<file path="src/rtl/keypad_sum_pkg.sv">
// keypad_sum_pkg
// Shared definitions for the keypad sum entry block.
//   - Operand and output widths.
//   - Key codes for '+', '=' and clear.
//   - Entry state encoding. The encoding is driven straight onto entry_stage.
//   - A digit-key classifier.
package keypad_sum_pkg;

  localparam int MAX_DIGITS = 3;
  localparam int OP_W       = 10;
  localparam int OUT_W      = 14;
  localparam int CNT_W      = $clog2(MAX_DIGITS + 1);

  localparam logic [3:0] KEY_ADD = 4'hA;
  localparam logic [3:0] KEY_EQ  = 4'hB;
  localparam logic [3:0] KEY_CLR = 4'hC;

  typedef enum logic [1:0] {
    S_OP_A   = 2'b00,
    S_OP_B   = 2'b01,
    S_RESULT = 2'b10
  } entry_state_t;

  function automatic logic is_digit(input logic [3:0] k);
    return (k <= 4'd9);
  endfunction

endpackage

</file>
<file path="src/rtl/decimal_accumulator.sv">
// decimal_accumulator
// Combinational digit shifter. One instance serves whichever operand is
// currently being typed.
//   cur_val / cur_cnt : operand value and the number of digits typed so far.
//   digit             : new decimal digit (0-9).
//   nxt_val / nxt_cnt : value and count after the digit is appended.
//                       Both stay unchanged once MAX_DIGITS digits are present.
module decimal_accumulator
  import keypad_sum_pkg::*;
(
  input  logic [OP_W-1:0]  cur_val,
  input  logic [3:0]       digit,
  input  logic [CNT_W-1:0] cur_cnt,
  output logic [OP_W-1:0]  nxt_val,
  output logic [CNT_W-1:0] nxt_cnt
);

  localparam int EXT_W = OP_W + 4;

  // x*10 is built as (x<<3)+(x<<1) with 4 bits of headroom. The digit limit
  // keeps the result at or below 999, so truncating back to OP_W loses nothing.
  function automatic logic [EXT_W-1:0] times10_plus(input logic [OP_W-1:0] x,
                                                     input logic [3:0]      d);
    logic [EXT_W-1:0] xe;
    xe = EXT_W'(x);
    return (xe << 3) + (xe << 1) + EXT_W'(d);
  endfunction

  // Saturation on digit count: extra digits leave the operand untouched.
  function automatic logic digits_full(input logic [CNT_W-1:0] cnt);
    return (cnt >= CNT_W'(MAX_DIGITS));
  endfunction

  always_comb begin
    nxt_val = cur_val;
    nxt_cnt = cur_cnt;
    if (!digits_full(cur_cnt)) begin
      nxt_val = OP_W'(times10_plus(cur_val, digit));
      nxt_cnt = cur_cnt + CNT_W'(1);
    end
  end

endmodule

</file>
<file path="src/rtl/keypad_sum_entry.sv">
// keypad_sum_entry
// Builds two decimal operands from keypad events and adds them on '='.
// The value driven out is the operand being typed, or the finished sum.
// Ports:
//   clk          : system clock.
//   reset        : asynchronous active-low reset.
//   key_valid    : one-cycle strobe qualifying key_code.
//   key_code     : 0-9 digit, A '+', B '=', C clear, D-F ignored.
//   sum_result   : displayed value (op_a, op_b or sum), zero-extended.
//   entry_stage  : 00 entering A, 01 entering B, 10 result shown.
//   result_valid : one-cycle pulse in the cycle a new sum first appears.
// All outputs are registered and change one cycle after the key is accepted.
module keypad_sum_entry
  import keypad_sum_pkg::*;
(
  input  logic             clk,
  input  logic             reset,
  input  logic             key_valid,
  input  logic [3:0]       key_code,
  output logic [OUT_W-1:0] sum_result,
  output logic [1:0]       entry_stage,
  output logic             result_valid
);

  entry_state_t     state_p1, state_p0;
  logic [OP_W-1:0]  op_a_p1, op_a_p0;
  logic [OP_W-1:0]  op_b_p1, op_b_p0;
  logic [OUT_W-1:0] sum_p1, sum_p0;
  logic [CNT_W-1:0] cnt_p1, cnt_p0;
  logic             rv_p0;
  logic [OUT_W-1:0] disp_p0;

  logic [OP_W-1:0]  acc_in;
  logic [OP_W-1:0]  acc_val;
  logic [CNT_W-1:0] acc_cnt;

  // The output mux works on next-state values, so sum_result is a register
  // that stays aligned with entry_stage.
  function automatic logic [OUT_W-1:0] disp_sel(input entry_state_t st,
                                                input logic [OP_W-1:0]  a,
                                                input logic [OP_W-1:0]  b,
                                                input logic [OUT_W-1:0] s);
    case (st)
      S_OP_B:   return OUT_W'(b);
      S_RESULT: return s;
      default:  return OUT_W'(a);
    endcase
  endfunction

  // The accumulator is shared by both operands. Only B is typed in S_OP_B.
  assign acc_in = (state_p1 == S_OP_B) ? op_b_p1 : op_a_p1;

  decimal_accumulator u_acc (
    .cur_val (acc_in),
    .digit   (key_code),
    .cur_cnt (cnt_p1),
    .nxt_val (acc_val),
    .nxt_cnt (acc_cnt)
  );

  // ---- Stage p0: key decode and next-state computation ----
  always_comb begin
    state_p0 = state_p1;
    op_a_p0  = op_a_p1;
    op_b_p0  = op_b_p1;
    sum_p0   = sum_p1;
    cnt_p0   = cnt_p1;
    rv_p0    = 1'b0;

    if (key_valid) begin
      if (key_code == KEY_CLR) begin
        state_p0 = S_OP_A;
        op_a_p0  = '0;
        op_b_p0  = '0;
        sum_p0   = '0;
        cnt_p0   = '0;
      end else begin
        case (state_p1)
          S_OP_A: begin
            if (is_digit(key_code)) begin
              op_a_p0 = acc_val;
              cnt_p0  = acc_cnt;
            end else if (key_code == KEY_ADD) begin
              state_p0 = S_OP_B;
              op_b_p0  = '0;
              cnt_p0   = '0;
            end
          end
          S_OP_B: begin
            if (is_digit(key_code)) begin
              op_b_p0 = acc_val;
              cnt_p0  = acc_cnt;
            end else if (key_code == KEY_EQ) begin
              // The adder is OP_W+1 bits wide so 999+999 cannot wrap.
              sum_p0   = OUT_W'({1'b0, op_a_p1} + {1'b0, op_b_p1});
              state_p0 = S_RESULT;
              rv_p0    = 1'b1;
            end
          end
          S_RESULT: begin
            // A digit starts a new entry and becomes the first digit of A.
            if (is_digit(key_code)) begin
              op_a_p0  = OP_W'(key_code);
              op_b_p0  = '0;
              cnt_p0   = CNT_W'(1);
              state_p0 = S_OP_A;
            end
          end
          default: state_p0 = S_OP_A;
        endcase
      end
    end

    disp_p0 = disp_sel(state_p0, op_a_p0, op_b_p0, sum_p0);
  end

  // ---- Stage p1: state and output registers ----
  always_ff @(posedge clk or negedge reset) begin
    if (!reset) begin
      state_p1     <= S_OP_A;
      op_a_p1      <= '0;
      op_b_p1      <= '0;
      sum_p1       <= '0;
      cnt_p1       <= '0;
      sum_result   <= '0;
      entry_stage  <= 2'b00;
      result_valid <= 1'b0;
    end else begin
      state_p1     <= state_p0;
      op_a_p1      <= op_a_p0;
      op_b_p1      <= op_b_p0;
      sum_p1       <= sum_p0;
      cnt_p1       <= cnt_p0;
      sum_result   <= disp_p0;
      entry_stage  <= state_p0;
      result_valid <= rv_p0;
    end
  end

endmodule

</file>
<file path="config.mk">
export PLATFORM = sky130hd
export DESIGN_NAME = keypad_sum_entry
export DESIGN_NICKNAME = d
export VERILOG_FILES = /design/src/rtl/keypad_sum_pkg.sv /design/src/rtl/decimal_accumulator.sv /design/src/rtl/keypad_sum_entry.sv
export SDC_FILE = /design/constraint.sdc
export NUM_CORES = 1
export LEC_CHECK = 0
export ABC_CLOCK_PERIOD_IN_PS = 4900
export BUFFER_PORTS_ARGS = -buffer_cell sky130_fd_sc_hd__buf_2
export CAP_MARGIN = 40
export CORE_UTILIZATION = 61
export CTS_CLUSTER_SIZE = 12
export DETAILED_ROUTE_END_ITERATION = 8
export GPL_ROUTABILITY_DRIVEN = 0
export HOLD_SLACK_MARGIN = 0.05
export PLACE_DENSITY_LB_ADDON = 0.2
export SYNTH_ARGS = -nofsm -noshare
export SYNTH_HDL_FRONTEND = slang
export SYNTH_HIERARCHICAL = 1
export SYNTH_SLANG_ARGS = --single-unit
</file>
<file path="constraint.sdc">
create_clock -name clk -period 4.9 [get_ports clk]
set_input_delay 0.49 -clock clk [delete_from_list [all_inputs] [get_ports clk]]
set_output_delay 0.49 -clock clk [all_outputs]
set_load 0.01 [all_outputs]
</file>
==> summary.txt <==
Status
  • Run status: completed

Setup path
  • Maximum fanout along the worst path: 20
  • Worst Path Required: 5.11 ns
  • Setup crit end kind: flop
  • Worst r2r path cells: 16
  • CP Class: reg -> reg
  • Arrival @ worst endpoint: 4.23 ns
  • Critical Path Start Type: flop

Clock network
  • Post-CTS Setup Repair Bufs: 0
  • Clk_lat worst skew: around 0.31 ns
  • Post-CTS sizing: 0
  • Clock Path Buffers: 2
  • TritonCTS Sinks: 53
  • Number of H-tree levels: 2
  • Hold Buf Count CTS: 0
  • Clk root buf: clkbuf_8
  • Worst-path clk slew: 0.09 ns
  • CTS tree: done
  • TritonCTS buffer count: 5

Timing
  • Final setup viols: 0
  • Final critical-path share of the clock period: 0.821
  • Final hold violations: 0
  • Fin. max-slew vios: 0
  • Period minus WS final: 4.02 ns
  • Max-slew headroom: 0.565
  • RSZ-0062 raised after global routing: false
  • Fmax: 0.249 GHz
  • Setup TNS: 0 ns
  • Max Clock Skew: 0.00859 ns
  • Worst-Margin Slew: 0.653 ns

Floorplan
  • DIE AREA: 6420 sq um
  • Die Ht: 80.1 um
  • Row count: 28
  • Initial Util: 0.632
  • Core box area: 5890 sq um
  • Die width: approximately 80 um
  • Num ports: 24

Placed design
  • Dpl cells: 479
  • Post-DP HPWL: 6800 um
  • Buffers on Ports: 23

Global route
  • Vias in the first global route: 3000
  • Gr ovfl total: 0
  • First-pass GRT wire length: 14900 um
  • Initial antenna violation count: 0
  • Largest net degree at the start of global routing: 54
  • Total global-route track usage: 0.309

Cells and area
  • Ant diodes: 0
  • Layout cells sized above 1: 0.172
  • Non-filler cells, final: 487
  • Synthesis-to-layout area growth: 7.13%
  • NumNets Final: approximately 450

Pwr
  • Leakage Power: 1.87 nW
  • Power per cell area: 758 nW/um^2
  • VDD IR max: 513 uV
  • Power Total: approximately 3 mW

Route
  • Starting DRT DRC Count: 289
  • DRC: 0
  • Via count: 3129
  • Metal2 WL: 4360 um
  • DRT antenna net count: 0
  • WL met3: approximately 500 um
  • Vias/cell: 6.43
  • Max layer used: met4
  • Final wirelength: 9150 um
  • First drt pass iteration count: 5
  • WL/cell: 18.8 um
  • Met1 WL: ~4100 um

Synth
  • Synth warn: 6
  • Top-area cell type share of the netlist area: 0.356
  • FF+latch count, synth: 53
  • Async SR Flop Fraction: 1.00
  • Top cells by area, synth: dfrtp_1 (36%), ha_1 (10%), mux2_2 (3.9%)
  • Post-synth top area cell: dfrtp_1
  • Syn_area_per_cell: 9.50 sq um
  • Synth Flop Type: dfrtp_1
  • Syn_nets: 432
  • Cell Area, Synth: between 3000 and 4000 sq um
  • Count of different cell masters after synthesis: 72
  • EDFF count, synth: 0
  • Sequential cell area fraction in the yosys report: 0.356
  • Cell count after synthesis: a little under 400

Hold path
  • Hold Crit Class: in -> async

Flow run
  • Max Cap Viol: 0
sequential cells by signal (all words and copies together) (netlist names):
register	cells
cnt_p1	2
sum_result	14
op_a_p1	10
result_valid	1
sum_p1	14
state_p1	2
op_b_p1	10
Yosys cell counts (all sizes together), types with 2 or more instances:
master	number
nand2b	5
xor2	6
a211o	4
clkbuf	8
nand4	2
a221o	3
nor3b	2
nor2b	3
a22o	3
a21boi	2
a21o	2
and4b	2
a211oi	6
xnor2	6
ha	30
and2	11
a221oi	6
nor3	5
o22ai	6
o21bai	4
o2bb2ai	2
o211ai	3
o31ai	2
fa	3
o31a	2
nor2	27
nand3	12
and3	4
mux2	13
a21oi	30
a31o	4
dfrtp	53
nand4b	2
a31oi	2
buf	7
a22oi	3
nand2	38
o211a	2
or2	3
o21a	6
inv	20
nand4bb	2
o21ai	27
worst paths after layout:
check                                 to   startpoint  slack [ns]
hold / removal                op_a_p1[0]        reset        0.28
min in group clk               sum_p1[5]    sum_p1[5]        0.46
setup / recovery           sum_result[9]  state_p1[1]        0.88
max in group asynchronous     sum_p1[13]        reset        4.18
setup reg to reg           sum_result[9]  state_p1[1]        0.88
hold reg to reg                sum_p1[5]    sum_p1[5]        0.46
cell families after synthesis:
group	share of synthesized area
adders and majority gates	0.117
and+or+nand+nor	0.178
DFF	0.356
buffers and inverters	0.0454
xor gates and xnor gates	0.0282
muxes	0.0393
AOI/OAI and AO/OA	0.235
through the flow:
step                setup slack (ns)  hold slack [ns]  area (sq um)   util
global placement                1.06            0.443          3870  0.657
CTS                            0.926            0.296          3990  0.678
detailed placement             0.943            0.451          3880  0.659
global route                   0.657            0.318          3990  0.678
floorplan                      0.492            0.194          3720      -
finish                         0.878            0.275          3990  0.678
worst max-delay path, cell delays in order (launching register included):
cell       delay (ns)
dfrtp_1          0.42
inv_1            0.11
ha_1             0.31
buf_4            0.31
mux2_2           0.40
ha_1             0.29
ha_1             0.34
o21ai_0          0.25
nor2_1           0.10
a221oi_2         0.26
xnor2_1          0.16
a21oi_1          0.12
o21a_1           0.22
a21oi_1          0.11
o2bb2ai_1        0.10
a22o_1           0.25
a31o_1           0.18
routing by layer:
layer / vias up / track usage
li1: 1469 / -
met1: 1525 / 0.428
met2: 119 / 0.500
met3: 16 / 0.0455
met4: 0 / 0.0929
met5: - / 0
cell usage in the layout, fill, tap and decap left out, types with 4 or more instances in the layout:
master    Yosys  routed
nand3_1      11      11
and2_1       11      11
nand2b_1      5       5
o21bai_1      4       4
dfrtp_1      53      53
a211oi_1      4       4
nor3_1        4       4
inv_1        20      20
a21oi_1      26      26
a211o_1       4       4
xnor2_1       6       6
o22ai_1       6       6
nand2_1      36      36
ha_1         30      30
xor2_1        6       6
nor2_1       26      26
buf_4         1       4
and3_1        4       4
o21a_1        5       5
o21ai_0      24      24
a221oi_1      5       5
clkbuf_8      0       5
mux2_2       13      13
buf_2         1      23
final cells by class:
class	instances	area, sq um
clock buffers	6	72.6
inverters	21	83.8
multi-input cells	303	2230
repair buffers	27	145
fillers	509	1900
clock inverters	2	38.8
well taps	75	93.8
flip-flops and latches	53	1330
power breakdown:
part	leakage, nW	internal [mW]	switching, mW	total, mW
combinational	1.13	0.877	1.15	2.02
sequential	0.686	0.586	0.116	0.702
clock	0.0554	0.154	0.145	0.298
total	1.87	1.62	1.41	3.02
(Power assumes the default switching activity.)
